$ cat src/rtl/board_pkg.sv
// Shared constants for the sliding-tile board move unit.
// Opcodes, FSM encoding and the index-width helper.
package board_pkg;

    localparam logic [2:0] OP_LOAD  = 3'd0;
    localparam logic [2:0] OP_UP    = 3'd1;
    localparam logic [2:0] OP_DOWN  = 3'd2;
    localparam logic [2:0] OP_LEFT  = 3'd3;
    localparam logic [2:0] OP_RIGHT = 3'd4;
    localparam logic [2:0] OP_COMP  = 3'd5;

    localparam logic [2:0] S_IDLE = 3'd0;
    localparam logic [2:0] S_SCAN = 3'd1;
    localparam logic [2:0] S_EXEC = 3'd2;
    localparam logic [2:0] S_CMP  = 3'd3;
    localparam logic [2:0] S_DONE = 3'd4;

    function automatic int pw_of(input int n);
        int w;
        w = 0;
        while ((1 << w) < n) w++;
        return w;
    endfunction

endpackage

$ cat src/rtl/board_move_unit_if.sv
// Command and status bundle of the board move unit.
// The master issues commands; the slave owns the board.
interface board_move_unit_if #(
    parameter int SIDE = 3,
    parameter int TW   = 4
);
    localparam int N  = SIDE * SIDE;
    localparam int PW = board_pkg::pw_of(N);

    logic            cmd_valid;
    logic            cmd_ready;
    logic [2:0]      cmd_op;
    logic [N*TW-1:0] load_board;
    logic [N*TW-1:0] goal_board;
    logic [N*TW-1:0] board;
    logic [PW-1:0]   blank_pos;
    logic            done;
    logic            err;
    logic            zf;

    modport master (
        output cmd_valid, cmd_op, load_board, goal_board,
        input  cmd_ready, board, blank_pos, done, err, zf
    );

    modport slave (
        input  cmd_valid, cmd_op, load_board, goal_board,
        output cmd_ready, board, blank_pos, done, err, zf
    );

endinterface

$ cat src/rtl/board_nbr.sv
// Neighbour cell and edge legality for a blank move.
// Purely combinational.
module board_nbr #(
    parameter int SIDE = 3,
    parameter int PW   = board_pkg::pw_of(SIDE * SIDE)
) (
    input  logic [PW-1:0] pos,
    input  logic [2:0]    dir,
    output logic [PW-1:0] nbr_pos,
    output logic          legal
);
    import board_pkg::*;

    int p;
    int row;
    int col;
    int nbr;

    always_comb begin
        p     = int'(pos);
        row   = p / SIDE;
        col   = p % SIDE;
        nbr   = p;
        legal = 1'b0;
        unique case (1'b1)
            (dir == OP_UP): begin
                legal = (row > 0);
                nbr   = p - SIDE;
            end
            (dir == OP_DOWN): begin
                legal = (row < SIDE - 1);
                nbr   = p + SIDE;
            end
            (dir == OP_LEFT): begin
                legal = (col > 0);
                nbr   = p - 1;
            end
            (dir == OP_RIGHT): begin
                legal = (col < SIDE - 1);
                nbr   = p + 1;
            end
            default: ;
        endcase
        nbr_pos = PW'(nbr);
    end

endmodule

$ cat src/rtl/board_move_unit.sv
// Sliding-tile board: load with blank scan, blank moves,
// and cell-serial compare against a goal image.
module board_move_unit #(
    parameter int SIDE = 3,
    parameter int TW   = 4
) (
    input logic              clk,
    input logic              rst_n,
    board_move_unit_if.slave bus
);
    import board_pkg::*;

    localparam int N  = SIDE * SIDE;
    localparam int PW = pw_of(N);

    logic [2:0]    state;
    logic [2:0]    op;
    logic [PW-1:0] idx;
    logic [PW-1:0] bpos;
    logic [TW-1:0] cells [N];
    logic [TW-1:0] goal  [N];
    logic          bvalid;
    logic          zf_q;
    logic          err_q;
    logic          done_q;
    logic [PW-1:0] nbr_pos;
    logic          legal;
    logic          legal_mv;

    board_nbr #(
        .SIDE (SIDE),
        .PW   (PW)
    ) u_nbr (
        .pos     (bpos),
        .dir     (op),
        .nbr_pos (nbr_pos),
        .legal   (legal)
    );

    // Without a known blank no move may touch the board.
    assign legal_mv = legal & bvalid;

    assign bus.cmd_ready = (state == S_IDLE);
    assign bus.blank_pos = bpos;
    assign bus.done      = done_q;
    assign bus.err       = err_q;
    assign bus.zf        = zf_q;

    for (genvar g = 0; g < N; g++) begin : g_pack
        assign bus.board[g*TW +: TW] = cells[g];
    end

    always_ff @(posedge clk or negedge rst_n) begin
        if (!rst_n) begin
            state  <= S_IDLE;
            op     <= OP_LOAD;
            idx    <= '0;
            bpos   <= '0;
            bvalid <= 1'b0;
            zf_q   <= 1'b0;
            err_q  <= 1'b0;
            done_q <= 1'b0;
            for (int i = 0; i < N; i++) begin
                cells[i] <= '0;
                goal[i]  <= '0;
            end
        end else begin
            done_q <= 1'b0;
            unique case (state)
                S_IDLE: begin
                    if (bus.cmd_valid) begin
                        err_q <= 1'b0;
                        op    <= bus.cmd_op;
                        unique case (1'b1)
                            (bus.cmd_op == OP_LOAD): begin
                                for (int i = 0; i < N; i++)
                                    cells[i] <= bus.load_board[i*TW +: TW];
                                idx   <= '0;
                                state <= S_SCAN;
                            end
                            (bus.cmd_op inside
                                {OP_UP, OP_DOWN, OP_LEFT, OP_RIGHT}): begin
                                state <= S_EXEC;
                            end
                            (bus.cmd_op == OP_COMP): begin
                                for (int i = 0; i < N; i++)
                                    goal[i] <= bus.goal_board[i*TW +: TW];
                                idx   <= '0;
                                state <= S_CMP;
                            end
                            default: begin
                                err_q <= 1'b1;
                                state <= S_DONE;
                            end
                        endcase
                    end
                end
                S_SCAN: begin
                    if (cells[idx] == '0) begin
                        bpos   <= idx;
                        bvalid <= 1'b1;
                        state  <= S_DONE;
                    end else if (idx == PW'(N - 1)) begin
                        bvalid <= 1'b0;
                        err_q  <= 1'b1;
                        state  <= S_DONE;
                    end else begin
                        idx <= idx + 1'b1;
                    end
                end
                S_EXEC: begin
                    if (legal_mv) begin
                        cells[bpos]    <= cells[nbr_pos];
                        cells[nbr_pos] <= '0;
                        bpos           <= nbr_pos;
                    end else begin
                        err_q <= 1'b1;
                    end
                    state <= S_DONE;
                end
                S_CMP: begin
                    if (cells[idx] != goal[idx]) begin
                        zf_q  <= 1'b0;
                        state <= S_DONE;
                    end else if (idx == PW'(N - 1)) begin
                        zf_q  <= 1'b1;
                        state <= S_DONE;
                    end else begin
                        idx <= idx + 1'b1;
                    end
                end
                S_DONE: begin
                    done_q <= 1'b1;
                    state  <= S_IDLE;
                end
                default: state <= S_IDLE;
            endcase
        end
    end

endmodule

$ cat src/flat_wrapper.sv
// flat-port wrapper written by rule: the top's interface ports become plain ports
module board_move_unit_flat import board_pkg::*;
#(
    parameter int SIDE = 3,
    parameter int TW   = 4
)
  (clk, rst_n, bus_cmd_valid, bus_cmd_op, bus_load_board, bus_goal_board, bus_cmd_ready, bus_board, bus_blank_pos, bus_done, bus_err, bus_zf);
  board_move_unit_if #(.SIDE(SIDE), .TW(TW)) bus_i ();
  input logic clk;
  input logic rst_n;
  input wire logic [$bits(bus_i.cmd_valid)-1:0] bus_cmd_valid;
  input wire logic [$bits(bus_i.cmd_op)-1:0] bus_cmd_op;
  input wire logic [$bits(bus_i.load_board)-1:0] bus_load_board;
  input wire logic [$bits(bus_i.goal_board)-1:0] bus_goal_board;
  output wire logic [$bits(bus_i.cmd_ready)-1:0] bus_cmd_ready;
  output wire logic [$bits(bus_i.board)-1:0] bus_board;
  output wire logic [$bits(bus_i.blank_pos)-1:0] bus_blank_pos;
  output wire logic [$bits(bus_i.done)-1:0] bus_done;
  output wire logic [$bits(bus_i.err)-1:0] bus_err;
  output wire logic [$bits(bus_i.zf)-1:0] bus_zf;
  assign bus_i.cmd_valid = bus_cmd_valid;
  assign bus_i.cmd_op = bus_cmd_op;
  assign bus_i.load_board = bus_load_board;
  assign bus_i.goal_board = bus_goal_board;
  assign bus_cmd_ready = bus_i.cmd_ready;
  assign bus_board = bus_i.board;
  assign bus_blank_pos = bus_i.blank_pos;
  assign bus_done = bus_i.done;
  assign bus_err = bus_i.err;
  assign bus_zf = bus_i.zf;
  board_move_unit #(.SIDE(SIDE), .TW(TW)) u_core (.clk(clk), .rst_n(rst_n), .bus(bus_i));
endmodule
$ cat config.mk
export PLATFORM = sky130hd
export DESIGN_NAME = board_move_unit_flat
export DESIGN_NICKNAME = d
export VERILOG_FILES = /design/src/rtl/board_pkg.sv /design/src/rtl/board_move_unit_if.sv /design/src/rtl/board_nbr.sv /design/src/rtl/board_move_unit.sv /design/src/flat_wrapper.sv
export SDC_FILE = /design/constraint.sdc
export NUM_CORES = 1
export LEC_CHECK = 0
export BUFFER_PORTS_ARGS = -buffer_cell sky130_fd_sc_hd__clkbuf_2
export CORE_MARGIN = 3
export CORE_UTILIZATION = 50
export CTS_CLUSTER_DIAMETER = 40
export DETAILED_ROUTE_END_ITERATION = 10
export GPL_TIMING_DRIVEN = 0
export PLACE_DENSITY = 0.74
export SETUP_SLACK_MARGIN = 0.5
export SYNTH_ARGS = -nofsm -noshare
export SYNTH_HDL_FRONTEND = slang
export SYNTH_SLANG_ARGS = --single-unit
$ cat constraint.sdc
create_clock -name clk -period 6.9 [get_ports clk]
set_input_delay 0.345 -clock clk [delete_from_list [all_inputs] [get_ports clk]]
set_output_delay 0.345 -clock clk [all_outputs]
set_load 0.03 [all_outputs]
# --- Yosys cells after proc, flatten, opt, wreduce, memory -nomap -nowiden ---
# Index checks and enable logic that the tools add are counted.
op_classes:
  n_lt_le_gt_ge: 9
  reduce_logical: 22
  add_sub_neg: 5
  n_bitwise: 6
  muxes: 45
  div_mod_pow: 2
  n_eq_ne: 24
op_table:
  columns: ["op", "count"]
  rows:
  - ["36-bit 2-to-1 mux", 3]
  - ["36-bit case mux with 2 select lines", 1]
  - ["32-bit by 1-bit > comparator with 1-bit output, second input constant", 2]
  - ["32-bit by 3-bit less-than comparator with 1-bit output, second input constant", 2]
  - ["4-bit 2-to-1 mux", 15]
  - ["4-bit binary-select mux with 4-bit select", 3]
  - ["36-bit bitwise AND", 1]
  - ["36-bit bitwise mux", 1]
  - ["36-bit NOT", 1]
  - ["4-bit demux with 4-bit select", 2]
  - ["5-bit by 3-bit divider with 32-bit output, second input constant", 1]
  - ["5-bit by 3-bit modulo with 32-bit output, second input constant", 1]
  - ["3-bit by 2-bit equality test with 1-bit output, second input constant", 6]
  - ["4-bit case mux with 4 select lines", 1]
  - ["5-bit greater-or-equal comparator, second input constant", 3]
  - ["4-bit NOT with 5-bit output", 3]
  - ["3-bit equality test, second input constant", 4]
  - ["3-bit 2-to-1 mux", 4]
  - ["3-bit case mux with 4 select lines", 1]
  - ["4-bit case mux with 3 select lines", 1]
  - ["5-bit by 1-bit less-than comparator with 1-bit output, second input constant", 2]
  - ["2-bit inequality test, second input constant", 5]
  - ["5-bit AND reduction", 2]
  - ["3-bit by 1-bit equality test with 1-bit output, second input constant", 3]
  - ["24 further kinds", 45]
totals:
  reg_bits: 90
  out_inout_bits: 44
  wordCells: 139

# --- Longest topological paths before layout ---
depth:
  word_depth: 11
  mapped_depth: 19

# --- Cells and area by module ---
# A second synthesis with hierarchy kept.
hier_totals:
  cells_unflattened: 561
  hier_area_um2: 5801.8
by_module_without_submodules:
  columns: ["mod", "instances", "seq_area_each_um2", "area_each_um2", "cells_each"]
  rows:
  - ["board_move_unit", 1, 2252.2, 5116.2, 470]
  - ["board_nbr", 1, 0.0, 685.7, 91]

# --- Worst setup path before layout ---
# No wires, ideal clock.
synth_timing:
  path_kind: "reg2reg"
  from: "reg u_core.bpos[3], in the netlist u_core.bus.blank_pos[3]"
  to: "reg u_core.cells (netlist bit u_core.bus.board[11])"
  path_stages_with_launch: 18
  setup_time_ns: 0.151
  path_slack_ns: 2.550
  required_ns: 6.749
  path_buffers: 5
  arrival_time_ns: 4.199
  cell_sequence: "dfrtp_1 > clkbuf_1 > nand2b_1 > inv_1 > ha_1 > buf_2 > a21boi_2 > or3_1 > buf_2 > a21oi_1 > ha_1 > clkbuf_1 > o311ai_0 > a211oi_1 > a211oi_2 > buf_2 > nor4_1 > o22ai_1"
synth_via:
  elab_chain_len: 11
  word_cells_on_any_way: 35
  cone_classes: "add/sub (4); div (2); order compare (8); eq/ne (1); mux (12); bitwise (5); reduce/logical (3)"
synth_lines:
  columns: ["item", "line_no", "rtl"]
  rows:
  - ["start, declared", "board_move_unit.sv:19", "logic [PW-1:0] bpos;"]
  - ["start signal, assigned", "board_move_unit.sv:100", "bpos <= idx;"]
  - ["start signal, assigned", "board_move_unit.sv:115", "bpos <= nbr_pos;"]
  - ["branches (longest 11 deep; another with 5-bit by 3-bit modulo with 32-bit output)", null, null]
  - ["end signal, assigned by index", "board_move_unit.sv:77", "cells[i] <= bus.load_board[i*TW +: TW];"]
  - ["end signal, assigned by index", "board_move_unit.sv:113", "cells[bpos] <= cells[nbr_pos];"]
  - ["end, declared", "board_move_unit.sv:20", "logic [TW-1:0] cells [N];"]
# Several ways; the timed one is not identified. The select of a mux whose other input is x is not followed.
# A chain may end at the register's enable or synchronous reset.

# --- Worst setup path after layout ---
# Same ends and word-level chain as after synthesis.

==> results by group <==
Power and ir drop
  • Leak: roughly 3.2 nW
  • Worst IR Drop VDD: 0.291 mV
  • Pwr/cell area: 583 mW/mm²

Synth
  • Synth Area per Inst: between 9 and 10 µm²
  • Top FF cell, synth: dfrtp_1
  • Cell with the most instances after synthesis: dfrtp_1
  • Seq cells post-synth: 90
  • Post-synth EDFFs: 0
  • Async set or reset register ratio after synthesis: 100%
  • Register area share after synthesis: between 30% and 40%
  • Net Count, Synth: slightly above 700
  • Netlist area before placement: 0.00611 mm²
  • Leading post-synthesis cells by cell area: dfrtp_1 (37%), mux4_2 (8.5%), mux2_2 (8.1%)
  • Synth top area share: roughly 37%
  • Number of warnings issued by yosys: 0
  • Commonest cells in the netlist: dfrtp_1 (90), nand2_1 (70), mux2_2 (44), o22ai_1 (38), nor2_1 (35)
  • Synth area leader: dfrtp_1
  • Synth Instances: around 620
  • Distinct cell type count after synthesis: 71

Status
  • Status: finished clean

Timing
  • Post-layout min period: 5560 ps
  • Final Hold Violating Endpoints: 0
  • Unrepaired setup endpoints after global routing: no
  • Fin crit share: between 80% and 90%
  • WHS: roughly 220 ps
  • Slew HR: a little over 20%
  • Setup violations, final: 0
  • Fin worst setup slack: 1340 ps
  • Worst Skew: 5.27 ps
  • Max Freq: ~180 MHz
  • Tightest Pin Transition: between 1000 and 1500 ps
  • Max-slew violation count: 0
  • Setup TNS: 0 ps

Place
  • Placer congestion estimate: approximately 0.95
  • Post-Place Worst Slack: ~1600 ps
  • Dpl hpwl: 14400 µm
  • Cells after DPL: between 800 and 900
  • Number of port buffers: approximately 120

Worst setup path
  • Reg2reg path depth: 17
  • Worst path bufs/invs: 6
  • Setup crit start kind: flip-flop
  • Top delay family on crit path: simple AND/OR/NAND/NOR gates
  • Critical path depth: 17
  • Setup crit end: u_core.bus.board[11]$_DFFE_PN0P_
  • R2r setup slk: ~1300 ps
  • Worst-path cell chain: clkbuf_1 > nand2b_1 > inv_1 > ha_1 > buf_2 > a21boi_2 > or3_1 > buf_2 > a21oi_1 > ha_1 > clkbuf_1 > o311ai_0 > a211oi_1 > a211oi_2 > buf_2 > nor4_1 > o22ai_1
  • Most Frequent Cell on Critical Path: buf_2
  • Crit path from: u_core.bus.blank_pos[3]$_DFFE_PN0P_
  • Critical Path AT: 5740 ps
  • Kind of critical path: flip-flop to flip-flop
  • Crit end category: flip-flop
  • Req. time, crit path: roughly 7100 ps
  • R2r endpoint: u_core.bus.board[11]$_DFFE_PN0P_
  • Worst-path maximum fanout: 10
  • Worst stage delay on the critical path: about 970 ps
  • Slowest-stage cell, CP: nor4_1
  • R2R Path Start: u_core.bus.blank_pos[3]$_DFFE_PN0P_

Detailed routing
  • Routed len/inst: 21.3 µm
  • Initial DRC Count: approximately 660
  • DRT antenna net count: 0
  • Post-Route WL: approximately 19000 µm
  • DRC Markers: 0
  • Vias after detailed routing: approximately 5.9k
  • Vias per cell: 6.56
  • Initial DRT Pass Iterations: 5

Clock tree
  • CTS Root Cell: clkbuf_16
  • CTS Buf Count: 9
  • Reg clk slew, reported paths: roughly 70 ps
  • CTS H-tree depth: 3
  • Post-CTS Setup Inserts: 0
  • Clock Path Buffers: 2
  • Hold_buf cts: 1
  • Sinks on Clock Net: 90
  • Post-CTS resize count: 0
  • Clock insertion delay at the later pin of the skew report: between 300 and 400 ps
  • CTS tree: built

GRT
  • Total gr overflow: 0
  • Largest net degree at the start of global routing: 67
  • Total track usage: 29.1%
  • Initial antenna violation count: 0
  • Vias in the first global route: ~6k
  • First-pass GRT wire length: ~31000 µm

Job
  • Max_cap viols: 0

Final layout
  • Share of cells above drive strength 1: between 30 and 40%
  • ANT cells: 0
  • # fillers: around 970
  • Fin cells: 900
  • Syn-to-layout area delta: 18.8%
  • Final nets: ~840

Die
  • Die W: between 100 and 150 µm
  • Io pins: approximately 120
  • Starting Density: a little over half
  • Core area: between 0.01 and 0.015 mm²
  • Die Y: ~120 µm
  • Full die area: roughly 0.014 mm²
  • Rows: 39

Worst hold path
  • Hold Startpoint: bus_goal_board[16]
  • Worst Hold Class: input port to flip-flop
==> sequential cells by signal (all words and copies together), names as in the netlist <==
signal and count:
u_core.bus.blank_pos 4, u_core.bus.board 36, u_core.bus.done 1, u_core.bus.err 1, u_core.bus.zf 1, u_core.bvalid 1, u_core.goal 36, u_core.idx 4
u_core.op 3, u_core.state 3
==> cell type report <==
cell class | instances | area (µm²) | share of cell area, %
multi-input cells | 469 | 3600 | 49.5
flip-flops and latches | 90 | 2250 | 31.0
repair buffers | 123 | 646 | 8.90
clock buffers | 9 | 225 | 3.10
plain buffers | 43 | 201 | 2.78
well taps | 143 | 179 | 2.47
clock inverters | 7 | 98.8 | 1.36
inverters | 16 | 60.1 | 0.827
==> layer usage <==
| layer | vias to the layer above | GRT usage, % | part of all wire, % |
|---|---|---|---|
| li1 | 2626 | - | - |
| met1 | 2893 | 40.6 | 42 |
| met2 | 355 | 46.7 | 47 |
| met3 | 33 | 5.85 | 9.4 |
| met4 | 0 | 7.95 | 1.9 |
| met5 | - | 0 | 0 |
==> worst reg2reg max path, stage by stage (launching register included) <==
cell,delay [ps]
dfrtp_1,510
clkbuf_1,360
nand2b_1,230
inv_1,120
ha_1,190
buf_2,170
a21boi_2,220
or3_1,390
buf_2,170
a21oi_1,260
ha_1,220
clkbuf_1,340
o311ai_0,350
a211oi_1,310
a211oi_2,160
buf_2,220
nor4_1,970
o22ai_1,200
==> worst min-delay path by stage <==
| stage | slack (ps) | cells after the start | end |
|---|---|---|---|
| floorplan | 50 | 0 | u_core.bus.blank_pos[0]$_DFFE_PN0P_ |
| global placement | 490 | 1 | u_core.goal[17]$_DFFE_PN0P_ |
| detailed placement | 320 | 1 | u_core.goal[6]$_DFFE_PN0P_ |
| CTS | 220 | 2 | u_core.goal[24]$_DFFE_PN0P_ |
| global route | 220 | 2 | u_core.goal[10]$_DFFE_PN0P_ |
| finish | 220 | 2 | u_core.goal[16]$_DFFE_PN0P_ |
==> cells in the final DEF, fill, tap and decap left out, types with 13 or more instances in the layout <==
cell type / Yosys / final
nor2_1: 35 / 35
a22oi_1: 31 / 31
clkbuf_2: 0 / 120
mux2_2: 44 / 44
inv_1: 16 / 16
o21ai_0: 24 / 24
mux4_2: 23 / 23
a21oi_1: 16 / 16
clkbuf_1: 26 / 26
nand2b_1: 13 / 13
nand2_1: 70 / 70
o22ai_1: 38 / 38
dfrtp_1: 90 / 90
mux2i_1: 28 / 28
==> logic make-up after synthesis <==
family	Yosys count	synth area share, %
multiplexers	95	21.2
XOR/XNOR	9	1.29
flip-flops	90	36.9
adder cells (fa/ha/maj)	9	1.97
buffers and inverters	59	4.28
AO/OA/AOI/OAI	167	19.1
AND/OR/NAND/NOR	189	15.3
==> metrics by stage <==
stage                     area (µm²)  total power [mW]  util (%)
final                           7260              4.23      62.2
after global routing            7260              4.49      62.2
after CTS                       7260              4.17      62.2
after detailed placement        6920              3.61      59.4
after global placement          6890              3.53      59.1
after floorplan                 6110              2.89         -
==> power breakdown <==
group          internal (mW)  leakage (nW)  switching [mW]
clock                  0.322         0.162           0.227
sequential             0.767          1.13           0.247
combinational           1.03          1.91            1.64
Power figures use the tool's default switching activity.
